### config.mk
export PLATFORM = sky130hd
export DESIGN_NAME = kbd_event_fifo
export DESIGN_NICKNAME = d
export VERILOG_FILES = /design/src/rtl/kbd_pkg.sv /design/src/rtl/kbd_fifo.sv /design/src/rtl/kbd_event_fifo.sv
export SDC_FILE = /design/constraint.sdc
export NUM_CORES = 1
export LEC_CHECK = 0
export BUFFER_PORTS_ARGS = -buffer_cell sky130_fd_sc_hd__buf_2
export CORE_ASPECT_RATIO = 0.75
export CORE_MARGIN = 2
export CORE_UTILIZATION = 57
export CTS_CLUSTER_DIAMETER = 80
export DETAILED_ROUTE_END_ITERATION = 16
export PLACE_DENSITY = 0.78
export SLEW_MARGIN = 5
export SYNTH_ARGS = -nofsm -noshare
export SYNTH_HDL_FRONTEND = slang
export SYNTH_HIERARCHICAL = 1
export SYNTH_SLANG_ARGS = --single-unit
### constraint.sdc
create_clock -name clk -period 4.22 [get_ports clk]
set_clock_uncertainty 0.05 [all_clocks]
set_input_delay 0 -clock clk [delete_from_list [all_inputs] [get_ports clk]]
set_output_delay 0 -clock clk [all_outputs]
set_load 0.03 [all_outputs]
### src/rtl/kbd_pkg.sv
// Shared scancode constants, decoder state encoding and event layout
// for the keyboard event queue.
package kbd_pkg;

    localparam logic [7:0] SC_EXT    = 8'hE0;
    localparam logic [7:0] SC_BRK    = 8'hF0;
    localparam logic [7:0] SC_LSHIFT = 8'h12;
    localparam logic [7:0] SC_RSHIFT = 8'h59;
    localparam logic [7:0] SC_CTRL   = 8'h14;
    localparam logic [7:0] SC_ALT    = 8'h11;
    localparam logic [7:0] SC_CAPS   = 8'h58;

    localparam logic [1:0] ST_IDLE = 2'd0;
    localparam logic [1:0] ST_E0   = 2'd1;
    localparam logic [1:0] ST_F0   = 2'd2;
    localparam logic [1:0] ST_E0F0 = 2'd3;

    localparam int EVT_W     = 14;
    localparam int EVT_BRK   = 13;
    localparam int EVT_EXT   = 12;
    localparam int EVT_CAPS  = 11;
    localparam int EVT_ALT   = 10;
    localparam int EVT_CTRL  = 9;
    localparam int EVT_SHIFT = 8;

    function automatic logic [EVT_W-1:0] pack_evt(
        input logic       brk,
        input logic       ext,
        input logic       caps,
        input logic       alt,
        input logic       ctrl,
        input logic       shift,
        input logic [7:0] code
    );
        logic [EVT_W-1:0] e;
        e            = '0;
        e[7:0]       = code;
        e[EVT_SHIFT] = shift;
        e[EVT_CTRL]  = ctrl;
        e[EVT_ALT]   = alt;
        e[EVT_CAPS]  = caps;
        e[EVT_EXT]   = ext;
        e[EVT_BRK]   = brk;
        return e;
    endfunction

endpackage

### src/rtl/kbd_fifo.sv
// First-word-fall-through synchronous FIFO; a push into a full queue
// is accepted only when a pop retires an entry in the same cycle.
module kbd_fifo
    import kbd_pkg::*;
#(
    parameter int WIDTH = EVT_W,
    parameter int DEPTH = 16
) (
    input  logic                     clk,
    input  logic                     clrn,
    input  logic                     push,
    input  logic [WIDTH-1:0]         wr_data,
    input  logic                     pop,
    output logic [WIDTH-1:0]         rd_data,
    output logic                     valid,
    output logic                     full,
    output logic [$clog2(DEPTH):0]   count
);

    localparam int AW = $clog2(DEPTH);

    logic [WIDTH-1:0] mem_q [DEPTH];
    logic [AW-1:0]    wr_ptr_q, wr_ptr_d;
    logic [AW-1:0]    rd_ptr_q, rd_ptr_d;
    logic [AW:0]      count_q, count_d;
    logic             wr_en, rd_en;

    always_comb begin
        valid    = count_q != '0;
        full     = count_q == (AW+1)'(DEPTH);
        rd_en    = pop & valid;
        wr_en    = push & (~full | rd_en);
        wr_ptr_d = wr_en ? wr_ptr_q + AW'(1) : wr_ptr_q;
        rd_ptr_d = rd_en ? rd_ptr_q + AW'(1) : rd_ptr_q;
        count_d  = count_q + {{AW{1'b0}}, wr_en} - {{AW{1'b0}}, rd_en};
        rd_data  = mem_q[rd_ptr_q];
        count    = count_q;
    end

    always_ff @(posedge clk or negedge clrn) begin
        if (!clrn) begin
            wr_ptr_q <= '0;
            rd_ptr_q <= '0;
            count_q  <= '0;
        end else begin
            wr_ptr_q <= wr_ptr_d;
            rd_ptr_q <= rd_ptr_d;
            count_q  <= count_d;
        end
    end

    // storage needs no reset: entries are only visible through count_q
    always_ff @(posedge clk) begin
        if (wr_en) mem_q[wr_ptr_q] <= wr_data;
    end

endmodule

### src/rtl/kbd_event_fifo.sv
// PS/2 scancode decoder with modifier tracking feeding an event queue
// with overflow accounting.
module kbd_event_fifo
    import kbd_pkg::*;
#(
    parameter int DEPTH     = 16,
    parameter int REPEAT_EN = 0,
    parameter int BREAK_EN  = 1
) (
    input  logic                     clk,
    input  logic                     clrn,
    input  logic [7:0]               ps2_data,
    input  logic                     ps2_ready,
    output logic                     ps2_nextdata_n,
    output logic [EVT_W-1:0]         evt_data,
    output logic                     evt_valid,
    input  logic                     evt_ready,
    output logic [$clog2(DEPTH):0]   count,
    output logic                     ovf,
    output logic [7:0]               drop_cnt,
    input  logic                     clr_ovf
);

    logic [1:0]       state_q, state_d;
    logic             took_q, took_d;
    logic [511:0]     pressed_q, pressed_d;
    logic             caps_q, caps_d;
    logic             ovf_q, ovf_d;
    logic [7:0]       drop_q, drop_d;

    logic             consume, done, want, drop, pop, full;
    logic             is_ext, is_brk, rep;
    logic             shift, ctrl, alt;
    logic [8:0]       key;
    logic [EVT_W-1:0] evt;

    always_comb begin
        consume   = ps2_ready & ~took_q & clrn;
        took_d    = consume;
        state_d   = state_q;
        pressed_d = pressed_q;
        caps_d    = caps_q;
        done      = 1'b0;
        is_ext    = (state_q == ST_E0) || (state_q == ST_E0F0);
        is_brk    = (state_q == ST_F0) || (state_q == ST_E0F0);
        key       = {is_ext, ps2_data};
        rep       = ~is_brk & pressed_q[key];
        if (consume) begin
            unique case (1'b1)
                ps2_data == SC_EXT: state_d = ST_E0;
                ps2_data == SC_BRK: begin
                    if (state_q == ST_IDLE)    state_d = ST_F0;
                    else if (state_q == ST_E0) state_d = ST_E0F0;
                end
                default: begin
                    state_d        = ST_IDLE;
                    done           = 1'b1;
                    pressed_d[key] = ~is_brk;
                    if (!is_brk && !is_ext && !rep && ps2_data == SC_CAPS)
                        caps_d = ~caps_q;
                end
            endcase
        end
    end

    // shift/ctrl/alt report the keys held before this key; caps shows the new lock state
    always_comb begin
        shift = pressed_q[{1'b0, SC_LSHIFT}] | pressed_q[{1'b0, SC_RSHIFT}];
        ctrl  = pressed_q[{1'b0, SC_CTRL}]   | pressed_q[{1'b1, SC_CTRL}];
        alt   = pressed_q[{1'b0, SC_ALT}]    | pressed_q[{1'b1, SC_ALT}];
        evt   = pack_evt(is_brk, is_ext, caps_d, alt, ctrl, shift, ps2_data);
        want  = done & (is_brk ? (BREAK_EN != 0) : (~rep | (REPEAT_EN != 0)));
        pop   = evt_valid & evt_ready;
        drop  = want & full & ~pop;
        ovf_d  = ovf_q;
        drop_d = drop_q;
        if (clr_ovf) begin
            ovf_d  = 1'b0;
            drop_d = '0;
        end else if (drop) begin
            ovf_d  = 1'b1;
            drop_d = (drop_q == 8'hFF) ? drop_q : drop_q + 8'd1;
        end
        ps2_nextdata_n = ~consume;
        ovf            = ovf_q;
        drop_cnt       = drop_q;
    end

    always_ff @(posedge clk or negedge clrn) begin
        if (!clrn) begin
            state_q   <= ST_IDLE;
            took_q    <= 1'b0;
            pressed_q <= '0;
            caps_q    <= 1'b0;
            ovf_q     <= 1'b0;
            drop_q    <= '0;
        end else begin
            state_q   <= state_d;
            took_q    <= took_d;
            pressed_q <= pressed_d;
            caps_q    <= caps_d;
            ovf_q     <= ovf_d;
            drop_q    <= drop_d;
        end
    end

    kbd_fifo #(
        .WIDTH (EVT_W),
        .DEPTH (DEPTH)
    ) u_fifo (
        .clk     (clk),
        .clrn    (clrn),
        .push    (want),
        .wr_data (evt),
        .pop     (evt_ready),
        .rd_data (evt_data),
        .valid   (evt_valid),
        .full    (full),
        .count   (count)
    );

endmodule

==> results of run 1 <==
## metal layers
metal,up-vias,share of wire (%)
met5,-,0
met4,0,3.6
met3,303,11
met2,1683,45
met1,13400,40
li1,11300,-
## final cells by class
cell class                      count  area, sq um  share of cell area (%)
Clock inverter                     34          418                    1.05
Sequential cell                   762        20200                    50.7
Clock buffer                       99         2100                    5.27
Inverter                           17         66.3                   0.167
Tap cell                          800         1000                    2.51
Timing Repair Buffer              257         2360                    5.92
Multi-Input combinational cell   1797        13700                    34.4
## through the flow
step | instances | utilization, % | hold WS, ns | setup slack [ns]
floorplan | 2903 | - | -0.346 | 0.0278
global placement | 3615 | 61.0 | -0.188 | -0.242
detailed placement | 3615 | 61.0 | -0.187 | -0.354
CTS | 3767 | 65.5 | 0.0562 | -0.202
global route | 3766 | 65.7 | 0.0794 | -0.186
finish | 3766 | 65.7 | 0.0757 | -0.0391
## timing repair
item | in CTS | in global routing
hold endpoints to repair | 433 | 0
pin swaps | 8 | 10
cloned | 0 | 2
endpoints found under the setup margin | 3 | 228
setup buffers | 7 | 0
gates resized for setup | 17 | 23
hold buffers | 12 | 0
## cells in the mapped netlist (3+ instances only)
cell	number	area, sq um
or4_1	5	37.5
a21oi_1	22	110
o211ai_1	3	22.5
xnor2_1	8	70.1
nand4_1	20	125
or2_2	3	18.8
o31ai_1	512	3840
and3b_1	5	43.8
nor3_1	10	50.1
buf_2	34	170
and2_1	11	68.8
and3_1	5	31.3
edfxtp_1	224	6730
nand2b_1	6	37.5
mux4_2	90	2030
buf_1	16	60.1
dfrtp_1	538	13500
ha_1	12	150
nor3b_1	4	30.0
nor2b_1	14	87.6
nand3_1	64	320
a31oi_1	5	31.3
mux2i_1	196	1960
a221oi_1	28	245
clkbuf_1	259	972
inv_1	17	63.8
a32oi_1	4	35.0
o21ai_0	531	2660
buf_4	10	75.1
buf_6	7	78.8
nor2_1	30	113
a22oi_1	81	608
xor2_1	3	26.3
nand2_1	88	330
## cells in the final DEF (no fill, tap or decap), drive strengths merged, types with 30 or more instances in the layout
master  Yosys  layout
a22oi      81      81
buf        67     243
clkbuf    260     101
dfrtp     538     538
edfxtp    224     224
mux2i     196     196
mux4       90      90
nand2      88      88
nand3      64      64
nor2       30      30
o21ai     532     532
o31ai     512     512
## sequential cells by signal, indices dropped and copies added (netlist names)
name             cells
u_fifo/count         5
u_fifo/mem_q       224
drop_cnt             8
took_q               1
u_fifo/wr_ptr_q      4
u_fifo/rd_ptr_q      4
caps_q               1
pressed_q          512
state_q              2
ovf                  1
## worst max-delay path by stage
stage,start,to,slack (ns),depth (start not counted)
3_5_place_dp,ps2_data[1],u_fifo/count[4],-0.35,23
3_3_place_gp,ps2_data[1],u_fifo/count[4],-0.24,23
6_report,state_q[0],u_fifo/count[4],-0.04,22
4_1_cts,pressed_q[191],u_fifo/count[4],-0.20,20
2_1_floorplan,pressed_q[191],u_fifo/count[4],0.03,20
5_1_grt,pressed_q[326],u_fifo/count[4],-0.19,22
## worst register-to-register path: cells and delay by family (launching register included)
kind | cells | cell delay, ns
DFF | 1 | 0.42
AOI/OAI and AO/OA | 7 | 1.15
adders and majority gates | 3 | 0.69
and+or+nand+nor | 3 | 0.68
xor gates and xnor gates | 1 | 0.15
buffers and inverters | 8 | 1.04
## power breakdown
group          internal [uW]  switching [uW]
registers               7840             320
logic                   1240            2150
clock network           3910            2970
## cell families (layout without fill, tap and decap cells)
| logic type | count (synthesis) | in the layout |
|---|---|---|
| xor gates and xnor gates | 11 | 11 |
| adders and majority gates | 13 | 13 |
| muxes | 288 | 288 |
| and+or+nand+nor | 276 | 276 |
| AOI/OAI and AO/OA | 1209 | 1209 |
| DFF | 762 | 762 |
| buffers and inverters | 344 | 407 |
==> impl_metrics.tcl, run 1 <==
set metrics [dict create \
    crit_family "compound AO/OA/AOI/OAI gates" \
    pin_count 43 \
    start_util_pct 57.9 \
    synth.distinct_cells 67 \
    finalHoldViolations 0 \
    r2r_setup_slack_ns -0.04 \
    leakage_uw 0.0160 \
    slew_violations 0 \
    path_max_fanout 5 \
    slowest_stage "dfrtp_1" \
    ys_ff_latch 762 \
    r2r-end "u_fifo/count[4]" \
    cts_buffer_depth 3 \
    syn-instance-count 2903 \
    drtIter0Drc 3880 \
    netlist_area_sq_um 35100 \
    cp_data_required_time_ns 4.73 \
    cts_buffers 75 \
    grt_max_degree 241 \
    die_height_um 219 \
    gp_congestion 0.894 \
    seq_area_frac_synth_pct 57.6 \
    cts_tree "built" \
    setup_viol 1 \
    hpwl_um 59800 \
    crit_buf_inv 8 \
    first_global_vias 26000 \
    cts-htree-levels 3 \
    area.growth.synth_to_final_pct 13.6 \
    synth_xor_area_share_pct 0.275 \
    final_area_sq_um 39800 \
    rows 78 \
    max-vdd-ir-drop_mv 0.384 \
    grt_util_met1_pct 44.7 \
    async_reset_ff_share_pct 70.6 \
    fmax_mhz 235 \
    fin_nets 2936 \
    top_usage_layer "met2" \
    routed_wl_um 99900 \
    tns_ns -0.0391 \
    ys.flop_type "dfrtp_1" \
    slew_headroom_pct 16.3 \
    ant_nets 0 \
    end_kind "register" \
    num_vias 26700 \
    violations "setup timing" \
    worstRegToRegCells 22 \
    regToRegStartpoint "state_q[0]" \
    cts_sinks 762 \
    n_antenna_cell 0 \
    syn_avg_cell_area_sq_um 12.1 \
    insertion_delay_ns 0.64 \
    synth-edff-count 224 \
    max_stage_delay_ns 0.42 \
    cap_violations 0 \
    layout-drive-gt1-share_pct 17.5 \
    fp.dieArea_sq_um 63500 \
    crit_chain "nor2_1 > buf_4 > and2_1 > buf_4 > a22o_1 > a211oi_1 > a311oi_1 > inv_1 > a31oi_4 > nor2b_1 > buf_4 > o21a_1 > inv_2 > ha_4 > inv_4 > ha_4 > inv_2 > fa_2 > inv_2 > a21oi_2 > o21bai_1 > xnor2_1" \
    clkTransAtPathRegs_ns 0.07 \
    first_pass_iters 6 \
    syn_nets 2929 \
    placed_area_sq_um 36900 \
    synth_warnings 6 \
    routed_via_density 7.09 \
    hp-class "input pin to async pin" \
    synth_top_family_by_area "compound AO/OA/AOI/OAI gates" \
    cts_root_buf "clkbuf_16" \
    p_per_area_nw_per_um2 463 \
    synthMuxAreaShare_pct 11.5 \
    post_drt_wl_per_cell_um 26.5 \
    drc 0 \
    fill_cells 4171 \
    min_period_ns 4.26 \
    rsz0062_at_grt "yes" \
    grt_pass1_wl_um 154000 \
    portBuffers 42 \
    synth_compound_area_share_pct 22.2 \
    worst_slack_ns -0.0391 \
    antenna_found_initial 1 \
    overflow 0 \
    status "complete, but fails checks" \
    synth-simple-area-share_pct 3.96 \
    core_area_sq_um 60600 \
    crit_type "register to register" \
    met2_usage_pct 47.6 \
    worst_pin_slew_ns 1.26 \
    die_x_um 290 \
    post-route-period-util_pct 101 \
    synth_fa_ha_area_share_pct 0.485 \
    grt_usage_pct 31.3 \
    cp.arrival_ns 4.77 \
    finalPower_uw 18400 \
    grt_util_met3_pct 6.93 \
    crit_path_start_kind "register" \
]
Power figures use the tool's default switching activity.
==> run 2: changes to the inputs <==
- CORE_UTILIZATION: 57 -> 50
- GPL_ROUTABILITY_DRIVEN: not set -> 0
- PLACE_DENSITY: 0.78 -> 0.7
==> run 2 against run 1 <==
Effect of this change: the flow still finishes with violations (setup timing); clock-buffer cell count decreased by 4; first-iteration DRC count decreased by 12%; routed wire length decreased by 0.95%; die area increased by 14%; cell count increased by 4.3%; sequential power decreased by 1%; worst setup slack improved by 0.030 ns; core utilization decreased by 8.5 points; global-route usage decreased by 3.8 points; combinational power decreased by 1%; power decreased by 0.25%; critical endpoint unchanged.
==> impl_metrics.tcl, run 2 (synthesis results as in run 1) <==
set metrics [dict create \
    status "complete, but fails checks" \
    violations "setup timing" \
    die_height_um 233 \
    placedCellCount 3776 \
    layout-drive-gt1-share_pct 17.6 \
    cts-htree-levels 3 \
    hp-class "input pin to register" \
    num_vias 26000 \
    cts_sinks 762 \
    first_pass_iters 6 \
    slew_violations 0 \
    finalHoldViolations 0 \
    setup_viol 1 \
    final_cell_mix "dfrtp_1 (536), o21ai_0 (531), o31ai_1 (512)" \
    routed_wl_um 99000 \
    fin_nets 2950 \
    slew_headroom_pct 12.7 \
    worst_pin_slew_ns 1.31 \
    slowest_stage "mux4_2" \
    overflow 0 \
    crit_buf_inv 5 \
    path_max_fanout 2 \
    largest_reg_flops 512 \
    min_period_ns 4.23 \
    grt_max_degree 195 \
    grt_pass1_wl_um 152000 \
    crit_path_start_kind "register" \
    cts_tree "built" \
    fill_cells 5598 \
    top_register "pressed_q" \
    grt_usage_pct 27.6 \
    final_common_cell "dfrtp_1" \
    cap_violations 0 \
    post-route-period-util_pct 100 \
    regToRegStartpoint "pressed_q[179]" \
    r2r-end "u_fifo/count[4]" \
    clkTransAtPathRegs_ns 0.06 \
    end_kind "register" \
    critPathCapture "u_fifo/count[4]" \
    area.growth.synth_to_final_pct 13.8 \
    instances_no_fill 3928 \
    die_x_um 310 \
    max-vdd-ir-drop_mv 0.327 \
    cts_buffers 74 \
    cp.arrival_ns 4.73 \
    routed_via_density 6.61 \
    p_per_area_nw_per_um2 461 \
    post_drt_wl_per_cell_um 25.2 \
    crit_family "compound AO/OA/AOI/OAI gates" \
    start_util_pct 50.2 \
    pin_count 43 \
    core_area_sq_um 69800 \
    worst-path-stages 19 \
    max_stage_delay_ns 0.49 \
    cts_root_buf "clkbuf_16" \
    first_global_vias 24900 \
    portBuffers 42 \
    worst_slack_ns -0.00936 \
    ant_nets 0 \
    drc 0 \
    rows 84 \
    crit_chain "mux4_2 > mux4_2 > a32o_1 > a211o_1 > a2111oi_4 > buf_4 > a31oi_4 > nor2b_2 > o21a_1 > inv_1 > ha_1 > inv_1 > ha_2 > inv_2 > fa_2 > inv_2 > a21oi_2 > o21bai_1 > xnor2_1" \
    drtIter0Drc 3418 \
    cp_data_required_time_ns 4.72 \
    hold-worst-slack_ns 0.0272 \
    fp.dieArea_sq_um 72300 \
    hpwl_um 60300 \
    startpoint "pressed_q[179]" \
    leakage_uw 0.0160 \
    crit_type "register to register" \
    worstRegToRegCells 19 \
    rsz0062_at_grt "yes" \
    cts_buffer_depth 3 \
    insertion_delay_ns 0.64 \
    antenna_found_initial 2 \
    fmax_mhz 236 \
    r2r_setup_slack_ns -0.009 \
]
-- run 2: changes by cell type in the layout (fill, tap and decap cells not counted), sizes merged --
| cell | delta |
|---|---|
| buf | +16 |
| bufinv | +1 |
| clkbuf | -6 |
| clkinv | +1 |
| clkinvlp | -1 |
| diode | +2 |
| dlygate4sd3 | +1 |
| inv | +2 |
-- run 2: worst min-delay path by stage --
stage                      from                  end  slack, ns  cells past startpoint
global route        ps2_data[1]  u_fifo/mem_q[10][1]       0.03                      2
global placement           clrn               took_q      -0.14                      1
floorplan                  clrn               caps_q      -0.35                      0
CTS                 ps2_data[1]  u_fifo/mem_q[10][1]      0.008                      2
detailed placement         clrn               took_q      -0.14                      1
finish              ps2_data[1]  u_fifo/mem_q[10][1]       0.03                      2
-- run 2: layer usage --
metal	part of all wire, %	GRT usage (%)	vias up	wire length (um)
li1	-	-	11400	-
met1	43	40.4	13100	42200
met2	44	40.6	1293	44000
met3	9.6	5.94	190	9540
met4	3.2	9.90	0	3220
met5	0	0	-	0
-- run 2: where the power goes --
part	total, uW	switching, uW	leakage (uW)	internal (uW)
Combinational	3350	2120	0.00523	1230
Clock	6960	2960	0.00127	4000
Sequential	8070	235	0.00951	7840
Total	18400	5310	0.0160	13100
-- run 2: area by class of cell --
class / count / area, sq um / area share [%]
tap: 946 / 1180 / 2.97
sequential: 762 / 20200 / 50.6
clock buffer: 95 / 2110 / 5.28
multi-input combinational: 1797 / 13600 / 34.1
inverter: 17 / 63.8 / 0.160
timing repair buffer: 272 / 2280 / 5.72
antenna: 2 / 5.00 / 0.0125
clock inverter: 37 / 443 / 1.11
-- run 2: repair_timing --
item	in CTS	in global routing
endpoints found under the hold margin	403	0
gates cloned	0	0
gates resized for setup	7	9
buffers inserted	2	2
setup endpoints to repair	1	13
pin swaps	8	1
hold buffers	14	0
-- run 2: stage by stage --
step	util (%)	setup WS [ns]	instance area, sq um	setup TNS [ns]	power (uW)
after floorplan	-	0.0278	35100	0	10300
after global placement	53.2	-0.216	37100	-0.216	11400
after detailed placement	53.2	-0.294	37100	-0.401	11500
after CTS	57.1	-0.0189	39800	-0.0189	18400
after global routing	57.2	-0.226	39900	-0.398	19000
final	57.2	-0.00936	39900	-0.00936	18400
